--- src/rtl/uart_rx_pkg.sv ---
// uart_defs: shared types and helpers for the UART receive path.
//   RXState_t  receiver FSM state encoding
//   RX_FIFO_W  receive FIFO entry width: {parity error, data[7:0]}
//   maj3       2-of-3 majority vote, used when UART_RX_MAJORITY_EN is defined
//   par8       XOR reduction of a data byte (even-parity helper)
package uart_defs;

    localparam int RX_FIFO_W = 9;

    typedef enum logic [2:0] {
        RX_IDLE      = 3'd0,
        RX_START     = 3'd1,
        RX_DATA      = 3'd2,
        RX_PARITY    = 3'd3,
        RX_STOP      = 3'd4,
        RX_WAIT_IDLE = 3'd5
    } RXState_t;

    function automatic logic maj3(input logic a, input logic b, input logic c);
        return (a & b) | (a & c) | (b & c);
    endfunction

    function automatic logic par8(input logic [7:0] d);
        return ^d;
    endfunction

endpackage

--- src/rtl/uart_rx_fifo.sv ---
// uart_rx_fifo: synchronous first-word-fall-through FIFO for received bytes.
// The head entry is visible on o_head whenever o_empty is low; a pop advances
// the read pointer at the clock edge. Flush clears the FIFO and wins over a
// same-cycle push.
// Ports:
//   clk, rst     system clock, synchronous active-high reset
//   i_push       write i_push_data (ignored when full unless popping this cycle)
//   i_pop        remove head entry (ignored when empty)
//   i_flush      empty the FIFO
//   o_head       head-of-FIFO entry
//   o_count      number of stored entries (0..DEPTH)
//   o_full       count == DEPTH
//   o_empty      count == 0
module uart_rx_fifo #(
    parameter  int WIDTH = 9,
    parameter  int DEPTH = 4,
    localparam int AW    = $clog2(DEPTH)
) (
    input  logic             clk,
    input  logic             rst,
    input  logic             i_push,
    input  logic [WIDTH-1:0] i_push_data,
    input  logic             i_pop,
    input  logic             i_flush,
    output logic [WIDTH-1:0] o_head,
    output logic [AW:0]      o_count,
    output logic             o_full,
    output logic             o_empty
);

    logic [WIDTH-1:0] r_mem [DEPTH];
    logic [AW-1:0]    r_wr_ptr;
    logic [AW-1:0]    r_rd_ptr;
    logic [AW:0]      r_count;
    logic             w_do_pop;
    logic             w_do_push;

    assign w_do_pop  = i_pop && (r_count != '0);
    // A full FIFO still accepts a push when the head leaves in the same cycle.
    assign w_do_push = i_push && ((r_count != (AW+1)'(DEPTH)) || w_do_pop);

    // Storage array write; no reset needed, contents are qualified by count.
    always_ff @(posedge clk) begin
        if (w_do_push && !i_flush && !rst) begin
            r_mem[r_wr_ptr] <= i_push_data;
        end
    end

    // Pointer and occupancy bookkeeping.
    always_ff @(posedge clk) begin
        if (rst || i_flush) begin
            r_wr_ptr <= '0;
            r_rd_ptr <= '0;
            r_count  <= '0;
        end else begin
            if (w_do_push) begin
                r_wr_ptr <= r_wr_ptr + AW'(1);
            end
            if (w_do_pop) begin
                r_rd_ptr <= r_rd_ptr + AW'(1);
            end
            case ({w_do_push, w_do_pop})
                2'b10:   r_count <= r_count + (AW+1)'(1);
                2'b01:   r_count <= r_count - (AW+1)'(1);
                default: r_count <= r_count;
            endcase
        end
    end

    assign o_head  = r_mem[r_rd_ptr];
    assign o_count = r_count;
    assign o_full  = (r_count == (AW+1)'(DEPTH));
    assign o_empty = (r_count == '0);

endmodule

--- src/rtl/uart_rx.sv ---
// uart_rx: UART frame receiver (1 start, 8 data LSB first, even parity, 1 stop).
// The line is synchronized, deframed by a tick-driven FSM and the byte plus its
// parity error flag is pushed into a small FWFT FIFO.
// Optional feature macro: UART_RX_MAJORITY_EN -- each bit is decided by a 2-of-3
// vote over the ticks around the sample point instead of a single sample.
// Ports:
//   clk, rst        system clock, synchronous active-high reset
//   tick_i          one-clk enable at OVERSAMPLE x baud
//   rx_i            asynchronous serial input, idle high
//   rx_enable_i     permits starting a new frame
//   rx_rts_n_o      ready-to-receive toward far end, active low
//   rx_d_o          head-of-FIFO data byte
//   rx_perr_o       parity error flag of the head entry
//   rx_d_valid_o    FIFO non-empty
//   rx_d_ready_i    consumer pop request
//   rx_full_o       FIFO full
//   rx_empty_o      FIFO empty
//   frame_err_o     one-clk pulse on a bad stop bit
//   overrun_o       one-clk pulse when a received byte is dropped (FIFO full)
//   flush_i         clears the FIFO
module uart_rx
    import uart_defs::*;
#(
    parameter int OVERSAMPLE = 16,
    parameter int FIFO_DEPTH = 4
) (
    input  logic       clk,
    input  logic       rst,
    input  logic       tick_i,
    input  logic       rx_i,
    input  logic       rx_enable_i,
    output logic       rx_rts_n_o,
    output logic [7:0] rx_d_o,
    output logic       rx_perr_o,
    output logic       rx_d_valid_o,
    input  logic       rx_d_ready_i,
    output logic       rx_full_o,
    output logic       rx_empty_o,
    output logic       frame_err_o,
    output logic       overrun_o,
    input  logic       flush_i
);

    localparam int TW = $clog2(OVERSAMPLE);
    localparam int CW = $clog2(FIFO_DEPTH) + 1;

    // With majority voting the decision moves one tick later (c+1); since every
    // later bit is timed from this decision, all bits shift consistently.
`ifdef UART_RX_MAJORITY_EN
    localparam logic [TW-1:0] START_PT = TW'(OVERSAMPLE / 2 + 1);
`else
    localparam logic [TW-1:0] START_PT = TW'(OVERSAMPLE / 2);
`endif
    localparam logic [TW-1:0] BIT_END = TW'(OVERSAMPLE - 1);

    logic                 r_sync1;
    logic                 r_sync2;
    logic                 w_rxs;
    logic                 w_sample;

    RXState_t             r_state;
    logic [TW-1:0]        r_tcnt;
    logic [2:0]           r_bcnt;
    logic [7:0]           r_data;
    logic                 r_perr;
    logic                 r_frame_err;
    logic                 r_overrun;
    logic                 r_rts_n;

    logic                 w_push;
    logic [RX_FIFO_W-1:0] w_push_data;
    logic                 w_pop;
    logic [RX_FIFO_W-1:0] w_head;
    logic [CW-1:0]        w_count;
    logic                 w_full;
    logic                 w_empty;

    // Two-flop synchronizer for the asynchronous line, idle (1) out of reset.
    always_ff @(posedge clk) begin
        if (rst) begin
            r_sync1 <= 1'b1;
            r_sync2 <= 1'b1;
        end else begin
            r_sync1 <= rx_i;
            r_sync2 <= r_sync1;
        end
    end

    assign w_rxs = r_sync2;

`ifdef UART_RX_MAJORITY_EN
    // r_win[0] holds the line one tick ago, r_win[1] two ticks ago.
    logic [1:0] r_win;

    // Sliding window of the last two tick samples for the 2-of-3 vote.
    always_ff @(posedge clk) begin
        if (rst) begin
            r_win <= 2'b11;
        end else if (tick_i) begin
            r_win <= {r_win[0], w_rxs};
        end
    end

    assign w_sample = maj3(r_win[1], r_win[0], w_rxs);
`else
    assign w_sample = w_rxs;
`endif

    // Frame deframing FSM; advances only on ticks, error pulse lasts one clk.
    always_ff @(posedge clk) begin
        if (rst) begin
            r_state     <= RX_IDLE;
            r_tcnt      <= '0;
            r_bcnt      <= 3'd0;
            r_data      <= 8'h00;
            r_perr      <= 1'b0;
            r_frame_err <= 1'b0;
        end else begin
            r_frame_err <= 1'b0;
            if (tick_i) begin
                case (r_state)
                    RX_IDLE: begin
                        if (!w_rxs && rx_enable_i) begin
                            r_state <= RX_START;
                            r_tcnt  <= '0;
                        end
                    end
                    RX_START: begin
                        if (r_tcnt == START_PT) begin
                            r_tcnt <= '0;
                            if (w_sample) begin
                                r_state <= RX_IDLE;
                            end else begin
                                r_state <= RX_DATA;
                                r_bcnt  <= 3'd0;
                            end
                        end else begin
                            r_tcnt <= r_tcnt + TW'(1);
                        end
                    end
                    RX_DATA: begin
                        if (r_tcnt == BIT_END) begin
                            r_tcnt         <= '0;
                            r_data[r_bcnt] <= w_sample;
                            if (r_bcnt == 3'd7) begin
                                r_state <= RX_PARITY;
                            end else begin
                                r_bcnt <= r_bcnt + 3'd1;
                            end
                        end else begin
                            r_tcnt <= r_tcnt + TW'(1);
                        end
                    end
                    RX_PARITY: begin
                        if (r_tcnt == BIT_END) begin
                            r_tcnt  <= '0;
                            r_perr  <= w_sample ^ par8(r_data);
                            r_state <= RX_STOP;
                        end else begin
                            r_tcnt <= r_tcnt + TW'(1);
                        end
                    end
                    RX_STOP: begin
                        if (r_tcnt == BIT_END) begin
                            r_tcnt <= '0;
                            if (w_sample) begin
                                r_state <= RX_IDLE;
                            end else begin
                                r_frame_err <= 1'b1;
                                r_state     <= RX_WAIT_IDLE;
                            end
                        end else begin
                            r_tcnt <= r_tcnt + TW'(1);
                        end
                    end
                    RX_WAIT_IDLE: begin
                        if (w_rxs) begin
                            r_state <= RX_IDLE;
                        end
                    end
                    default: begin
                        r_state <= RX_IDLE;
                        r_tcnt  <= '0;
                    end
                endcase
            end
        end
    end

    // Push at the mid-stop-bit decision so a back-to-back start edge is not missed.
    assign w_push      = tick_i && (r_state == RX_STOP) && (r_tcnt == BIT_END) && w_sample;
    assign w_push_data = {r_perr, r_data};
    assign w_pop       = !w_empty && rx_d_ready_i;

    uart_rx_fifo #(
        .WIDTH (RX_FIFO_W),
        .DEPTH (FIFO_DEPTH)
    ) u_fifo (
        .clk         (clk),
        .rst         (rst),
        .i_push      (w_push),
        .i_push_data (w_push_data),
        .i_pop       (w_pop),
        .i_flush     (flush_i),
        .o_head      (w_head),
        .o_count     (w_count),
        .o_full      (w_full),
        .o_empty     (w_empty)
    );

    // Overrun pulse and RTS; RTS drops early to leave room for a frame in flight.
    always_ff @(posedge clk) begin
        if (rst) begin
            r_overrun <= 1'b0;
            r_rts_n   <= 1'b1;
        end else begin
            r_overrun <= w_push && w_full && !w_pop && !flush_i;
            r_rts_n   <= !(rx_enable_i && (w_count < CW'(FIFO_DEPTH - 1)));
        end
    end

    assign rx_d_o       = w_empty ? 8'h00 : w_head[7:0];
    assign rx_perr_o    = w_empty ? 1'b0  : w_head[8];
    assign rx_d_valid_o = !w_empty;
    assign rx_empty_o   = w_empty;
    assign rx_full_o    = w_full;
    assign rx_rts_n_o   = r_rts_n;
    assign frame_err_o  = r_frame_err;
    assign overrun_o    = r_overrun;

endmodule

--- config.mk ---
export PLATFORM = sky130hd
export DESIGN_NAME = uart_rx
export DESIGN_NICKNAME = d
export VERILOG_FILES = /design/src/rtl/uart_rx_pkg.sv /design/src/rtl/uart_rx_fifo.sv /design/src/rtl/uart_rx.sv
export SDC_FILE = /design/constraint.sdc
export NUM_CORES = 1
export LEC_CHECK = 0
export ABC_AREA = 0
export BUFFER_PORTS_ARGS = -buffer_cell sky130_fd_sc_hd__buf_4
export CELL_PAD_IN_SITES_DETAIL_PLACEMENT = 0
export CELL_PAD_IN_SITES_GLOBAL_PLACEMENT = 1
export CORE_MARGIN = 5
export CORE_UTILIZATION = 46
export CTS_BUF_LIST = sky130_fd_sc_hd__clkbuf_8
export DETAILED_ROUTE_END_ITERATION = 6
export GPL_TIMING_DRIVEN = 1
export HOLD_SLACK_MARGIN = 0.03
export PLACE_DENSITY_LB_ADDON = 0.1
export SYNTH_ARGS = -nofsm -noshare
export SYNTH_HDL_FRONTEND = slang
export SYNTH_SLANG_ARGS = --single-unit
--- constraint.sdc ---
create_clock -name clk -period 2.3 [get_ports clk]
set_input_delay 0.115 -clock clk [delete_from_list [all_inputs] [get_ports clk]]
set_output_delay 0.115 -clock clk [all_outputs]
set_load 0.02 [all_outputs]
==> results by group <==
Global routing
  – Routing usage on met1: 0.172
  – Grt met3 use: 0.0252
  – Total track usage: 0.139
  – Global Route met2 Usage: 0.227
  – Remaining global-route overflow: 0
  – GR peak layer: met2
  – Global-route wire length before repair: between 9000 and 10000 microns
  – Largest net degree at the start of global routing: 26
  – Initial antenna violation count: 0
  – Via count of the first global-routing pass: approximately 1900

Setup path
  – Critical-path top delay cell: sky130_fd_sc_hd__fa_1
  – Critical path startpoint category: register
  – Worst setup EP type: register
  – Arrival time of data at the critical path endpoint: around 2.4 ns
  – Cell seen most often among critical-path stages: sky130_fd_sc_hd__ha_2
  – Type of the setup path with the least slack: register to register
  – Maximum cell stage delay along the critical path: around 0.37 ns
  – CP required: between 2 and 3 ns
  – Highest fanout seen on the critical path: 5
  – Ordered list of cells on the worst path: ha_2 > nand4_1 > nor2_1 > nand3_1 > ha_2 > inv_1 > fa_1 > xor2_1 > or3_1 > a21oi_1
  – CP top delay family: adder cells
  – Buffers plus inverters on the worst setup path: 1

Yosys
  – Synthesized net count: 278
  – Number of instances in the synthesized netlist: 261
  – Number of different library cells in the post-synthesis netlist: 46
  – Proportion of register bits with asynchronous set or reset after synthesis: 0
  – Count of synthesis-stage warnings from yosys: 0
  – Post-Synthesis Mean Instance Area: roughly 12 sq um
  – Post-synthesis cell area: 3130 sq um
  – Part of the Yosys area used for sequential elements: 0.557
  – Leading area contributor after synthesis: sky130_fd_sc_hd__edfxtp_1
  – Area fraction of the dominant cell type after synthesis: 0.345
  – Number of synthesized register bits: 69
  – Top FF cell, synth: sky130_fd_sc_hd__edfxtp_1
  – Count of flip-flops with a built-in enable after synthesis: 36
  – Top cells by area, synth: sky130_fd_sc_hd__edfxtp_1, sky130_fd_sc_hd__dfxtp_1, sky130_fd_sc_hd__mux4_2

Place
  – Total half-perimeter wirelength after legalization and detailed placement: 3960 microns
  – Placed Instance Area: 3460 sq um
  – Buffers on Ports: 21
  – Setup slack at placement: 0.127 ns
  – Last weighted congestion value of the routability-driven placer: approximately 0.79

Floorplan
  – Number of primary I/O pins: 22
  – Placeable core region: 6720 sq um
  – Effective utilization at floorplan: 0.466
  – Number of rows created at floorplan: 30
  – Die width: 92.5 microns
  – Area of the die: ~8600 sq um
  – Die Y: 92.5 microns

Drt
  – Vias after detailed routing: approximately 2000
  – Iteration-0 DRC count of the detailed router: just under 70
  – Post-detailed-route count of antenna-violating nets: 0
  – Routed wire per std cell: 14.2 microns
  – Detailed-router iteration count before antenna repair: 4
  – Final routed DRC violation total: 0
  – Total Routed Length: 5460 microns
  – Vias per inst: between 5 and 6

Clocking
  – Register clock-pin slew on the reported worst setup and hold paths: approximately 0.070 ns
  – Clock latency of the later-clocked register in the worst-skew pair: 0.34 ns
  – TritonCTS Buffers: 9
  – Total number of H-tree levels: 3
  – Largest buffer count on any clock path: 2
  – Root buffer selected by CTS: sky130_fd_sc_hd__clkbuf_8
  – TritonCTS clock tree: done
  – Num Clock Sinks: 69

STA
  – Hold violation count in the final report: 0
  – Crit share post-route: 0.933
  – Crit path time final: around 2.1 ns
  – Pin slew with the least headroom to its limit: ~0.41 ns
  – Final setup TNS: 0 ns
  – Number of setup violations in the final report: 0
  – Worst-case clock skew: just over 0.008 ns
  – Achievable Freq: between 0.4 and 0.5 GHz
  – Slew headroom: 0.724
  – Number of pins exceeding their max-slew limit in the final report: 0
  – Setup repair after global routing missed its margin: false
  – Final setup margin: between 0.15 and 0.2 ns

Finish
  – Post-layout nets: about 320
  – Antenna diode count: 0
  – Share of cells above drive strength 1: 0.250
  – Leading cell type in the layout, fill and taps excluded: sky130_fd_sc_hd__buf_4
  – Most used cells in the layout excluding fill and tap cells: sky130_fd_sc_hd__buf_4, sky130_fd_sc_hd__edfxtp_1, sky130_fd_sc_hd__dfxtp_1, sky130_fd_sc_hd__nor2_1, sky130_fd_sc_hd__and2_1
  – Final-layout fill cell count: 567
  – Synthesis-to-layout area growth: 18.2%
  – Non-Filler Cell Area, Final: approximately 3700 sq um

Run
  – Number of violations of the max-capacitance limit: 0

Pwr
  – Pwr Density: approximately 660 nW/um^2
  – VDD IR-drop max: 0.000303 V
  – Leakage power: ~0.0014 uW

Min path
  – Type of the worst min-delay path: input pin to register

Outcome
  – Run status: complete, no violations
## metrics by stage
stage | util | std cells | power, uW | hold WS (ns)
3_5_place_dp | 0.515 | 366 | 1390 | 0.303
3_3_place_gp | 0.515 | 366 | 1390 | 0.304
2_1_floorplan | - | 261 | 1370 | 0.193
4_1_cts | 0.550 | 384 | 2450 | 0.0656
5_1_grt | 0.550 | 384 | 2510 | 0.0808
6_report | 0.550 | 384 | 2430 | 0.0709
## per-layer routing
metal	wire length [microns]	up-vias
li1	-	1007
met3	184	8
met5	0	-
met1	2520	955
met2	2640	33
met4	112	0
## final cells by class
class	instances	area, sq um	area share
sequential	69	1740	0.471
clock buffer	9	124	0.0335
inverter	11	41.3	0.0112
tap	80	100	0.0271
multi-input combinational	168	1290	0.350
timing repair buffer	40	305	0.0825
clock inverter	7	92.6	0.0250
## worst min-delay path, delay by kind of cell
family                 cells  cell delay, ns
and+or+nand+nor            3            0.16
buffers and inverters      1            0.08
## power by group
part	internal [uW]	switching (uW)	total, uW
clock	606	457	1060
combinational	33.3	44.5	77.8
sequential	1290	2.13	1290
total	1920	504	2430
## synthesized netlist by cell type (6+ instances only)
library cell / instances
sky130_fd_sc_hd__a21oi_1: 10
sky130_fd_sc_hd__and2_1: 15
sky130_fd_sc_hd__clkbuf_1: 6
sky130_fd_sc_hd__dfxtp_1: 33
sky130_fd_sc_hd__edfxtp_1: 36
sky130_fd_sc_hd__ha_1: 9
sky130_fd_sc_hd__inv_1: 11
sky130_fd_sc_hd__mux2i_1: 13
sky130_fd_sc_hd__mux4_2: 9
sky130_fd_sc_hd__nand2_1: 8
sky130_fd_sc_hd__nand3_1: 8
sky130_fd_sc_hd__nor2_1: 32
sky130_fd_sc_hd__xnor2_1: 7
## flip-flops by register name, summed over array words and instances (netlist names), 2 cells and up, named ones only
| signal | count |
|---|---|
| r_tcnt | 4 |
| u_fifo.r_rd_ptr | 2 |
| r_state | 3 |
| u_fifo.r_mem | 36 |
| u_fifo.o_count | 3 |
| r_data | 8 |
| r_bcnt | 3 |
| u_fifo.r_wr_ptr | 2 |
## kinds of logic after synthesis
| group | share of synthesized area |
|---|---|
| xor gates and xnor gates | 0.0380 |
| DFF | 0.557 |
| and+or+nand+nor | 0.167 |
| buffers and inverters | 0.0332 |
| muxes | 0.106 |
| AOI/OAI and AO/OA | 0.0568 |
| adders and majority gates | 0.0424 |
## path summary, 6_finish.rpt
path,slack [ns],from,end,cells past startpoint
worst max-delay path,0.16,r_tcnt[0]$_SDFFE_PP0P_,u_fifo.o_count[2]$_SDFFE_PP0P_,10
worst min-delay path,0.07,flush_i,overrun_o$_SDFF_PP0_,4
worst max register to register,0.16,r_tcnt[0]$_SDFFE_PP0P_,u_fifo.o_count[2]$_SDFFE_PP0P_,10
worst min register to register,0.42,r_sync1$_SDFF_PP1_,r_sync2$_SDFF_PP1_,1
## repair_timing
item / CTS / global route
endpoints found under the setup margin: 0 / 1
gates resized for setup: 0 / 2
endpoints found under the hold margin: 2 / 0
hold buffers: 2 / 0
buffers inserted: 0 / 0
Power figures use the tool's default switching activity.
